===== src/rtl/sram_save.sv =====
// Copies dirty battery-backed SRAM regions from SDRAM back into DDR3, one byte per read/write handshake.
// Optional build macro SRAM_SAVE_CHECKSUM_EN appends a 16-bit additive checksum (lo, hi) after each region.
module sram_save #(
  parameter int BLOCKS = 2,
  parameter int SIZE_W = 20
) (
  input  logic                     clk,
  input  logic                     reset,
  input  logic                     save_request,
  input  logic [BLOCKS-1:0]        blk_dirty,
  input  logic [BLOCKS*25-1:0]     blk_sdram_base,
  input  logic [BLOCKS*28-1:0]     blk_ddr3_base,
  input  logic [BLOCKS*SIZE_W-1:0] blk_size,
  output logic [24:0]              sdram_addr,
  output logic                     sdram_rd,
  input  logic [7:0]               sdram_dout,
  input  logic                     sdram_ready,
  output logic                     sdram_request,
  output logic [27:0]              ddr3_addr,
  output logic [7:0]               ddr3_din,
  output logic                     ddr3_wr,
  input  logic                     ddr3_ready,
  output logic                     ddr3_request,
  output logic [BLOCKS-1:0]        blk_clean,
  output logic                     busy,
  output logic                     done
);
  localparam int IDX_W = $clog2(BLOCKS + 1);

`ifdef SRAM_SAVE_CHECKSUM_EN
  typedef enum logic [3:0] {IDLE, SCAN, RD_REQ, RD_WAIT, WR_REQ, WR_WAIT, NEXT, DONE,
                            CS_LO, CS_HI} state_t;
`else
  typedef enum logic [3:0] {IDLE, SCAN, RD_REQ, RD_WAIT, WR_REQ, WR_WAIT, NEXT, DONE} state_t;
`endif

  state_t            state, state_nx;
  logic [IDX_W-1:0]  idx;
  logic [SIZE_W-1:0] cnt, size_r, cur_size;
  logic [24:0]       sdram_base_r, cur_sdram_base;
  logic [27:0]       ddr3_base_r, cur_ddr3_base;
  logic [7:0]        data_r;
  logic              dead, cur_dirty, at_end, last, latch, capture, step;
`ifdef SRAM_SAVE_CHECKSUM_EN
  logic [15:0]       sum_r;
  logic [1:0]        cs_phase;
`endif

  always_comb begin
    cur_dirty      = 1'b0;
    cur_sdram_base = '0;
    cur_ddr3_base  = '0;
    cur_size       = '0;
    for (int i = 0; i < BLOCKS; i++) begin
      if (idx == IDX_W'(i)) begin
        cur_dirty      = blk_dirty[i];
        cur_sdram_base = blk_sdram_base[i*25 +: 25];
        cur_ddr3_base  = blk_ddr3_base[i*28 +: 28];
        cur_size       = blk_size[i*SIZE_W +: SIZE_W];
      end
    end
  end

  assign at_end = (idx == IDX_W'(BLOCKS));
  assign last   = (cnt == size_r - SIZE_W'(1));

  always_ff @(posedge clk or negedge reset) begin
    if (!reset) state <= IDLE;
    else        state <= state_nx;
  end

  // dead is set for the cycle right after each strobe, giving the unconditional wait cycle
  always_comb begin
    state_nx = state;
    sdram_rd = 1'b0;
    ddr3_wr  = 1'b0;
    latch    = 1'b0;
    capture  = 1'b0;
    step     = 1'b0;
    case (state)
      IDLE:    if (save_request) state_nx = SCAN;
      SCAN: begin
        if (at_end) state_nx = DONE;
        else if (cur_dirty && cur_size != '0) begin
          latch    = 1'b1;
          state_nx = RD_REQ;
        end
      end
      RD_REQ: if (sdram_ready) begin
        sdram_rd = 1'b1;
        state_nx = RD_WAIT;
      end
      RD_WAIT: if (!dead && sdram_ready) begin
        capture  = 1'b1;
        state_nx = WR_REQ;
      end
      WR_REQ: if (ddr3_ready) begin
        ddr3_wr  = 1'b1;
        state_nx = WR_WAIT;
      end
      WR_WAIT: if (!dead && ddr3_ready) begin
`ifdef SRAM_SAVE_CHECKSUM_EN
        if (cs_phase == 2'd1)      state_nx = CS_HI;
        else if (cs_phase == 2'd2) state_nx = NEXT;
        else if (last)             state_nx = CS_LO;
`else
        if (last) state_nx = NEXT;
`endif
        else begin
          step     = 1'b1;
          state_nx = RD_REQ;
        end
      end
`ifdef SRAM_SAVE_CHECKSUM_EN
      CS_LO, CS_HI: if (ddr3_ready) begin
        ddr3_wr  = 1'b1;
        state_nx = WR_WAIT;
      end
`endif
      NEXT:    state_nx = SCAN;
      DONE:    state_nx = IDLE;
      default: state_nx = IDLE;
    endcase
  end

  always_ff @(posedge clk or negedge reset) begin
    if (!reset) begin
      idx          <= '0;
      cnt          <= '0;
      size_r       <= '0;
      sdram_base_r <= '0;
      ddr3_base_r  <= '0;
      data_r       <= '0;
      dead         <= 1'b0;
`ifdef SRAM_SAVE_CHECKSUM_EN
      sum_r        <= '0;
      cs_phase     <= '0;
`endif
    end else begin
      dead <= sdram_rd | ddr3_wr;
      if (state == IDLE && save_request)
        idx <= '0;
      else if (state == NEXT || (state == SCAN && !at_end && !latch))
        idx <= idx + IDX_W'(1);
      if (latch) begin
        sdram_base_r <= cur_sdram_base;
        ddr3_base_r  <= cur_ddr3_base;
        size_r       <= cur_size;
        cnt          <= '0;
      end else if (step) begin
        cnt <= cnt + SIZE_W'(1);
      end
      if (capture) data_r <= sdram_dout;
`ifdef SRAM_SAVE_CHECKSUM_EN
      if (latch)        sum_r <= '0;
      else if (capture) sum_r <= sum_r + 16'(sdram_dout);
      if (latch)                          cs_phase <= 2'd0;
      else if (state == CS_LO && ddr3_wr) cs_phase <= 2'd1;
      else if (state == CS_HI && ddr3_wr) cs_phase <= 2'd2;
`endif
    end
  end

  always_comb begin
    ddr3_addr = ddr3_base_r + 28'(cnt);
    ddr3_din  = data_r;
`ifdef SRAM_SAVE_CHECKSUM_EN
    if (state == CS_LO) begin
      ddr3_addr = ddr3_base_r + 28'(size_r);
      ddr3_din  = sum_r[7:0];
    end else if (state == CS_HI) begin
      ddr3_addr = ddr3_base_r + 28'(size_r) + 28'd1;
      ddr3_din  = sum_r[15:8];
    end
`endif
  end

  always_comb begin
    blk_clean = '0;
    for (int i = 0; i < BLOCKS; i++)
      blk_clean[i] = (state == NEXT) && (idx == IDX_W'(i));
  end

  assign sdram_addr    = sdram_base_r + 25'(cnt);
  assign busy          = (state != IDLE);
  assign done          = (state == DONE);
  assign sdram_request = !(state == IDLE || state == SCAN || state == DONE);
  assign ddr3_request  = sdram_request;

endmodule


===== config.mk =====
export PLATFORM = sky130hd
export DESIGN_NAME = sram_save
export DESIGN_NICKNAME = d
export VERILOG_FILES = /design/src/rtl/sram_save.sv
export SDC_FILE = /design/constraint.sdc
export NUM_CORES = 1
export LEC_CHECK = 0
export BUFFER_PORTS_ARGS = -buffer_cell sky130_fd_sc_hd__buf_4
export CORE_UTILIZATION = 54
export CTS_BUF_LIST = sky130_fd_sc_hd__clkbuf_4 sky130_fd_sc_hd__clkbuf_8 sky130_fd_sc_hd__clkbuf_16
export CTS_CLUSTER_DIAMETER = 200
export DETAILED_ROUTE_END_ITERATION = 6
export GPL_TIMING_DRIVEN = 0
export PLACE_DENSITY = 0.82
export SKIP_LAST_GASP = 1
export SYNTH_ARGS = -nofsm -noshare
export SYNTH_HDL_FRONTEND = slang
export SYNTH_SLANG_ARGS = --single-unit

===== constraint.sdc =====
create_clock -name clk -period 4.2 [get_ports clk]
set_clock_uncertainty 0.15 [all_clocks]
set_input_delay 0.42 -clock clk [delete_from_list [all_inputs] [get_ports clk]]
set_output_delay 0.42 -clock clk [all_outputs]
set_load 0.01 [all_outputs]

Word-level counts from Yosys, hierarchy flattened. Cells that the tools add are included.

Register bits: 108. Output and inout bits: 69.

$add $sub $neg: 5. Equal/unequal tests: 16. Mux-type cells: 33. Bitwise logic cells: 1. Reductions and logical operators: 22.

Operator list (count): 2-to-1 mux 20 bit (4); 2-to-1 mux 28 bit (2); 2-to-1 mux 25 bit (2); adder 28 x 20 -> 28 bit (1); 2-to-1 mux 4 bit (7); one-hot mux 4 bit (7 select lines) (1); adder 25 x 20 -> 25 bit (1); adder 20 x 1 -> 20 bit (second input constant) (1); equality test 20 bit (1); nonzero test 20 bit (1); subtractor 20 x 1 -> 20 bit (second input constant) (1); equality test 4 x 3 -> 1 bit (second input constant) (4); 2-to-1 mux 1 bit (14); inequality test 2 bit (second input constant) (5); equality test 4 x 2 -> 1 bit (second input constant) (2); logical AND 1 bit (8); AND reduction 6 bit (1); equality test 4 x 1 -> 1 bit (second input constant) (1); logical NOT 1 bit (4); logical NOT 4 bit (1); 2-to-1 mux 2 bit (2); nonzero test 2 bit (2); nonzero test 4 bit (1); logical OR 1 bit (3); other kinds (7) (7).

Depth between registers and ports, before layout. Gate-level depths: netlist of run 1.

Word-level depth: 13. Gate-level depth with buffers: 12. Depth with buffers taken out: 11.

Worst setup path after synthesis of run 1. Ideal clock, no wire load.

Path kind: reg-to-output. Start: register cnt[0]. End: output sdram_addr[20]. Data arrival time: 2.492 ns. Data required time: 3.630 ns. Path slack: 1.138 ns. Stages on the path, launching flop included: 12. Buffers on the path: 0. Path through: dfrtp_1 ha_1 inv_1 fa_1 nor2b_1 o31a_1 o31a_1 o31ai_1 o2111ai_1 a31o_2 a21oi_1 xnor2_1.

Longest elaborated chain between the ends: 1.

RTL lines: start, declared (line 39) `logic [SIZE_W-1:0] cnt, size_r, cur_size;`; start signal, assigned (line 151) `cnt <= cnt + SIZE_W'(1);`; adder 25 x 20 -> 25 bit (line 184) `assign sdram_addr = sdram_base_r + 25'(cnt);`; end, declared (line 14) `output logic [24:0] sdram_addr,`.

Every way passes these cells.

Worst setup path after layout of run 1.
Start: register idx[1]. End: register sdram_base_r[18].

Longest elaborated chain between the ends: 8. Elaborated cells on any way between the ends: 14.

RTL lines: start, declared (line 38) `logic [IDX_W-1:0] idx;`; start signal, assigned (line 144) `idx <= idx + IDX_W'(1);`; logical NOT 2 bit (line 55) `if (idx == IDX_W'(i)) begin`; 2-to-1 mux 20 bit (2 in series) (line 55); nonzero test 20 bit (line 84) `else if (cur_dirty && cur_size != '0) begin`; logical AND 1 bit (line 84); 2-to-1 mux 1 bit (line 84); 2-to-1 mux 1 bit (line 83) `if (at_end) state_nx = DONE;`; 2-to-1 mux 1 bit (line 80) `case (state)`; end signal, assigned (line 146) `sdram_base_r <= cur_sdram_base;`; end, declared (line 40) `logic [24:0] sdram_base_r, cur_sdram_base;`.

Parallel ways exist; a longest one is shown, timed or not. A chain may end at the register's enable or synchronous reset.

==> results of run 1 <==
==> routing by layer <==
metal,part of all wire,GRT usage,vias to the layer above
li1,-,-,4009
met1,0.43,0.390,3938
met2,0.48,0.484,330
met3,0.067,0.0466,38
met4,0.024,0.116,0
met5,0,0,-
==> where the power goes <==
part           total [mW]  switching [mW]  internal (mW)
logic                4.29            2.40           1.89
clock network       0.800           0.383          0.417
registers            1.91           0.410           1.49
==> how the worst min path moves through the flow <==
stage	startpoint	end	slack, ns
4_1_cts	save_request	idx[0]	0.09
3_3_place_gp	ddr3_din[6]	ddr3_din[6]	0.34
5_1_grt	save_request	idx[1]	0.11
3_5_place_dp	ddr3_din[4]	ddr3_din[4]	0.34
2_1_floorplan	reset	cnt[0]	-0.03
6_report	save_request	idx[0]	0.10
==> layout make-up <==
class                           instances  area (µm²)
Tap cell                              184         230
Sequential cell                       107        2680
Clock buffer                           10         239
Timing Repair Buffer                  231        1760
Buffer                                 51         220
Multi-Input combinational cell        772        5060
Fill cell                            1211        4190
Clock inverter                          6        38.8
Inverter                               29         109
==> through the flow <==
stage / setup slack, ns / util / area, µm² / total power [mW] / hold slack (ns)
6_report: 0.149 / 0.711 / 10300 / 7.00 / 0.101
5_1_grt: 0.0152 / 0.711 / 10300 / 7.56 / 0.109
4_1_cts: 0.118 / 0.708 / 10300 / 6.98 / 0.0924
3_5_place_dp: 0.150 / 0.689 / 10000 / 6.16 / 0.344
3_3_place_gp: 0.0946 / 0.689 / 10000 / 6.06 / 0.339
2_1_floorplan: 1.14 / - / 8070 / 4.61 / -0.0256
==> state kept, by name, indices dropped and copies added, names as in the netlist <==
name and flops:
cnt 20, ddr3_base_r 28, ddr3_din 8, dead 1
idx 2, sdram_base_r 25, size_r 20, state 3
==> cells by family after synthesis <==
| logic type | share of synthesized area |
|---|---|
| AOI/OAI and AO/OA | 0.240 |
| xor gates and xnor gates | 0.0706 |
| adders and majority gates | 0.0748 |
| buffers and inverters | 0.0408 |
| DFF | 0.332 |
| muxes | 0.0341 |
| and+or+nand+nor | 0.207 |
==> repair_timing <==
item                                    in CTS  in global routing
resized for setup                            0                  3
hold buffers                                 0                  1
endpoints found under the hold margin        0                  5
endpoints found under the setup margin       0                 74
==> layout by cell type, fill, tap and decap left out, drive strengths merged, types with 20 or more instances in the layout <==
cell	n
buf	242
nand3	25
inv	30
nand4	23
mux2	20
dfrtp	107
xor2	20
nand2	29
a21oi	130
clkbuf	49
xnor2	45
a22oi	73
nor2b	22
nor2	138
ha	45
o21ai	30
==> critical path, delay by kind of cell, from the launching register on <==
kind / cells / cell delay, ns
buffers and inverters: 4 / 1.88
adders and majority gates: 1 / 0.30
AOI/OAI and AO/OA: 2 / 0.68
DFF: 1 / 0.37
and+or+nand+nor: 2 / 0.50
==> metrics.yaml, run 1 <==
antennaDiodeCount: 0
hold_viol: 0
grt_pass1_vias: 7721
ff2ff_path_depth: 9
required_ns: 4.25
p_leak_nw: 4.73
yosysTopAreaCellShare: 0.332
crit_type: "flip-flop to flip-flop"
die_area_um2: 15400
yosys.area.top_type: "dfrtp_1"
rsz0062_at_grt: "no"
synth_flop_cell: "dfrtp_1"
slowest_delay_ns: 0.74
start_kind: "flip-flop"
dp_hpwl_mm: 17.8
drtAntennaViolNets: 0
netlist_top_cells_count: "nor2_1, a21oi_1, dfrtp_1"
holdCritPathClass: "input port to flip-flop"
syn_to_final_growth_pct: 28.2
netlist_instances: 959
die_h_um: 124
final_nets: 1409
first_pass_iters: 5
path_max_fanout: 10
power_density_nw_per_um2: 677
crit_arrival_ns: 4.10
via_per_inst: 5.98
cts_root_buf: "clkbuf_16"
layout.cells.non_filler: 1390
cap_violations: 0
vias: 8315
endpoint: "sdram_base_r[18]"
finalSetupViolCount: 0
boundaryPins: 230
initial_utilization: 0.555
holdPathStages: 2
drc_errors: 0
reg2reg_setup_slack_ns: 0.15
placed_cells: 1372
clock_path_buffers: 2
synth_edf_count: 0
ir_worst_vdd_mv: 0.441
period_needed_ns: 4.05
grt_pass1_wl_mm: 37.1
wl_mm: 23.1
rows: 44
die_x_um: 124
crit_chain: "inv_1 -> ha_1 -> nor2b_1 -> clkbuf_1 -> nand3_1 -> a21boi_2 -> clkbuf_1 -> buf_1 -> a21oi_1"
status: "completed"
gp_congestion: 0.911
end_kind: "flip-flop"
tns_ns: 0
drv_slew: 0
synth.distinct_cells: 67
core_area_um2: 14500
io_buffers: 229
r2r_end: "sdram_base_r[18]"
cts_made_buffers: 9
overflow: 0
synth_seq_cells: 107
drtIter0Drc: 544
cpMostUsedCell: "clkbuf_1"
startpoint: "idx[1]"
grt_max_degree: 108
fmax_mhz: 247
synthesis.nets: 1167
grt_antenna_before_repair: 0
grt_usage: 0.295
ys_seq_area_frac: 0.332
syn_area_um2: 8070
synth_most_common_cell: "nor2_1"
path_clk_slew_ns: 0.07
cpMaxStageDelayCell: "clkbuf_1"
async_flop_share: 1.00
wire_per_inst_um: 16.6
synth.area.top_cells: "dfrtp_1, a21oi_1, ha_1, a22oi_1, nor2_1"
htreeDepth: 3
post_cts_buffers: 0
ys_warn_count: 0
clock_sinks: 107
fin_crit_sh: 0.965
slew_headroom: 0.357
clk_latency_ns: 0.35
layout-drive-gt1-share: 0.245
timing.rr.start: "idx[1]"
worst_slew_pin_slew_ns: 0.965
syn_avg_cell_area_um2: 8.41
cts_tree: "built"
(Power assumes the default switching activity.)
==> run 2, diff against run 1 <==
Settings changed: ABC_AREA set to 1, BUFFER_PORTS_ARGS -buffer_cell sky130_fd_sc_hd__buf_4 to unset, CORE_UTILIZATION 54 to 66, DONT_BUFFER_PORTS set to 1.
==> run 2 against run 1 <==
Critical path depth is 1 higher. Worst setup slack better by 0.14 ns. First-iteration DRC count is 32% higher. Largest cell class unchanged.
==> metrics.yaml, run 2 <==
cts_root_buf: "clkbuf_16"  # unchanged
synth_most_common_cell: "nand2_1"  # was nor2_1
start_kind: "flip-flop"  # unchanged
synth.area.mux_share: 0.0102  # was 0.0341
grt_pass1_wl_mm: 41.5  # was 37.1 mm
period_needed_ns: 3.91  # was 4.05 ns
boundaryPins: 230  # unchanged
die_area_um2: 13800  # was 15400 µm²
yosysTopAreaCellShare: 0.304  # was 0.332
hold_viol: 0  # unchanged
drv_slew: 0  # unchanged
slowest_delay_ns: 0.60  # was 0.74 ns
slew_headroom: 0.501  # was 0.357
clock_sinks: 107  # unchanged
crit_type: "flip-flop to output port"  # was flip-flop to flip-flop
rsz0062_at_grt: "no"  # unchanged
layout_common_cells: "nand2_1, inv_1, dfrtp_1"  # was buf_4, nor2_1, a21oi_1
syn_to_final_growth_pct: 6.63  # was 28.2%
synth.area.top_cells: "dfrtp_1, nand2_1, ha_1, xor2_1, inv_1"  # was dfrtp_1, a21oi_1, ha_1, a22oi_1, nor2_1
rows: 41  # was 44
initial_utilization: 0.686  # was 0.555
drc_errors: 0  # unchanged
netlist_top_cells_count: "nand2_1, inv_1, dfrtp_1"  # was nor2_1, a21oi_1, dfrtp_1
holdCritPathClass: "input port to flip-flop"  # unchanged
p_leak_nw: 4.69  # was 4.73 nW
cts_made_buffers: 9  # unchanged
grt_max_degree: 108  # unchanged
crit_arrival_ns: 3.34  # was 4.10 ns
synth_edf_count: 0  # unchanged
synth_top_family_by_area: "simple AND/OR/NAND/NOR gates"  # was compound AO/OA/AOI/OAI gates
cpMostUsedCell: "nand2_1"  # was clkbuf_1
layout-drive-gt1-share: 0.0601  # was 0.245
synth_flop_cell: "dfrtp_1"  # unchanged
ir_worst_vdd_mv: 0.529  # was 0.441 mV
synth_seq_cells: 107  # unchanged
synth.distinct_cells: 43  # was 67
synth_compound_area_frac: 0.157  # was 0.240
layout_commonest_cell: "nand2_1"  # was buf_4
grt_pass1_vias: 8275  # was 7721
top_register: "ddr3_base_r"  # unchanged
post_cts_buffers: 0  # unchanged
first_pass_iters: 5  # unchanged
async_flop_share: 1.00  # unchanged
cts_tree: "built"  # unchanged
wire_per_inst_um: 17.5  # was 16.6 µm
largest_registers: "ddr3_base_r: 28 flops, sdram_base_r: 25 flops"  # unchanged
path_max_fanout: 8  # was 10
vias: 8703  # was 8315
dp_hpwl_mm: 19.6  # was 17.8 mm
htreeDepth: 3  # unchanged
grt_antenna_before_repair: 0  # unchanged
gp_congestion: 0.990  # was 0.911
tns_ns: 0  # unchanged
cpMaxStageDelayCell: "dfrtp_1"  # was clkbuf_1
fmax_mhz: 256  # was 247 MHz
wl_mm: 25.4  # was 23.1 mm
drtAntennaViolNets: 0  # unchanged
clock_path_buffers: 2  # unchanged
netlist_instances: 1263  # was 959
syn_area_um2: 8800  # was 8070 µm²
path_clk_slew_ns: 0.08  # was 0.07 ns
hold_ws_ns: 0.0502  # was 0.101 ns
die_h_um: 117  # was 124 µm
fin_crit_sh: 0.930  # was 0.965
synthesis.nets: 1471  # was 1167
ys_seq_area_frac: 0.304  # was 0.332
power_density_nw_per_um2: 674  # was 677 nW/µm²
die_x_um: 117  # was 124 µm
grt_usage: 0.381  # was 0.295
core_area_um2: 12800  # was 14500 µm²
required_ns: 3.63  # was 4.25 ns
yosys.area.top_type: "dfrtp_1"  # unchanged
largest_register_ffs: 28  # unchanged
worst_slew_pin_slew_ns: 0.743  # was 0.965 ns
crit_chain: "ha_1 -> inv_1 -> fa_1 -> o21ai_1 -> a21boi_0 -> o21ai_0 -> nand2_1 -> nand2_1 -> a21oi_1 -> xnor2_1"  # was inv_1 -> ha_1 -> nor2b_1 -> clkbuf_1 -> nand3_1 -> a21boi_2 -> clkbuf_1 -> buf_1 -> a21oi_1
synthAdderAreaFrac: 0.0685  # was 0.0748
cap_violations: 0  # unchanged
p_total_mw: 6.32  # was 7.00 mW
antennaDiodeCount: 0  # unchanged
clk_latency_ns: 0.36  # was 0.35 ns
io_buffers: 0  # was 229
finalSetupViolCount: 0  # unchanged
drtIter0Drc: 717  # was 544
final_nets: 1484  # was 1409
synth_xor_xnor_area_share: 0.0776  # was 0.0706
synth-simple-area-share: 0.304  # was 0.207
syn_avg_cell_area_um2: 6.97  # was 8.41 µm²
status: "completed"  # unchanged
overflow: 0  # unchanged
end_kind: "output port"  # was flip-flop
via_per_inst: 5.99  # was 5.98
ys_warn_count: 0  # unchanged
-- run 2: stage by stage --
step	instance area, µm²	cells	util	worst slack (ns)
after floorplan	8800	1263	-	1.27
after global placement	9010	1435	0.703	0.494
after detailed placement	9010	1435	0.703	0.523
after CTS	9380	1453	0.732	0.107
after global routing	9380	1453	0.732	0.143
final	9380	1453	0.732	0.293
-- run 2: final timing paths --
| kind | endpoint | startpoint | cells past startpoint | slack (ns) |
|---|---|---|---|---|
| max | ddr3_addr[18] | cnt[0] | 10 | 0.29 |
| min | ddr3_din[1] | sdram_dout[1] | 1 | 0.05 |
| max reg2reg | cnt[16] | idx[0] | 15 | 1.31 |
| min reg2reg | ddr3_base_r[5] | ddr3_base_r[5] | 2 | 0.34 |
| max in group asynchronous | sdram_base_r[6] | reset | 2 | 2.96 |
| min in group asynchronous | cnt[8] | reset | 2 | 0.53 |
-- run 2: what timing repair did --
item                                   in CTS  in global routing
endpoints found under the hold margin     107                  0
setup endpoints to repair                   0                  4
resized for setup                           0                  2
hold buffers                                2                  0
-- run 2: final cells by class --
class | instances | area (µm²)
fill | 1080 | 3440
tap | 172 | 215
inverter | 114 | 428
timing repair buffer | 2 | 37.5
sequential | 107 | 2680
multi-input combinational | 994 | 5430
clock inverter | 7 | 105
buffer | 48 | 262
clock buffer | 9 | 225
-- run 2: kinds of logic after synthesis --
group,Yosys count
mux,8
buf+inv,162
compound gates,235
simple gates,626
fa+ha+maj,47
xor+xnor,78
flops,107
-- run 2: worst max-delay path: cells and delay by family, from the launching register on --
family / cells / cell delay (ns)
AND/OR/NAND/NOR: 2 / 0.19
adder cells (fa/ha/maj): 2 / 0.71
AO/OA/AOI/OAI: 4 / 1.12
flip-flops: 1 / 0.60
buffers and inverters: 1 / 0.10
XOR/XNOR: 1 / 0.25
-- run 2: report_power, final --
part / internal [mW] / switching (mW) / total [mW]
registers: 1.46 / 0.413 / 1.87
logic: 1.18 / 2.32 / 3.50
clock network: 0.533 / 0.419 / 0.952
total: 3.17 / 3.15 / 6.32
-- run 2: per-layer routing --
layer | vias up | GRT usage | wire (µm)
met5 | - | 0 | 0
met4 | 0 | 0.146 | 876
met3 | 66 | 0.101 | 2470
met2 | 401 | 0.607 | 11500
met1 | 3988 | 0.494 | 10600
li1 | 4248 | - | -
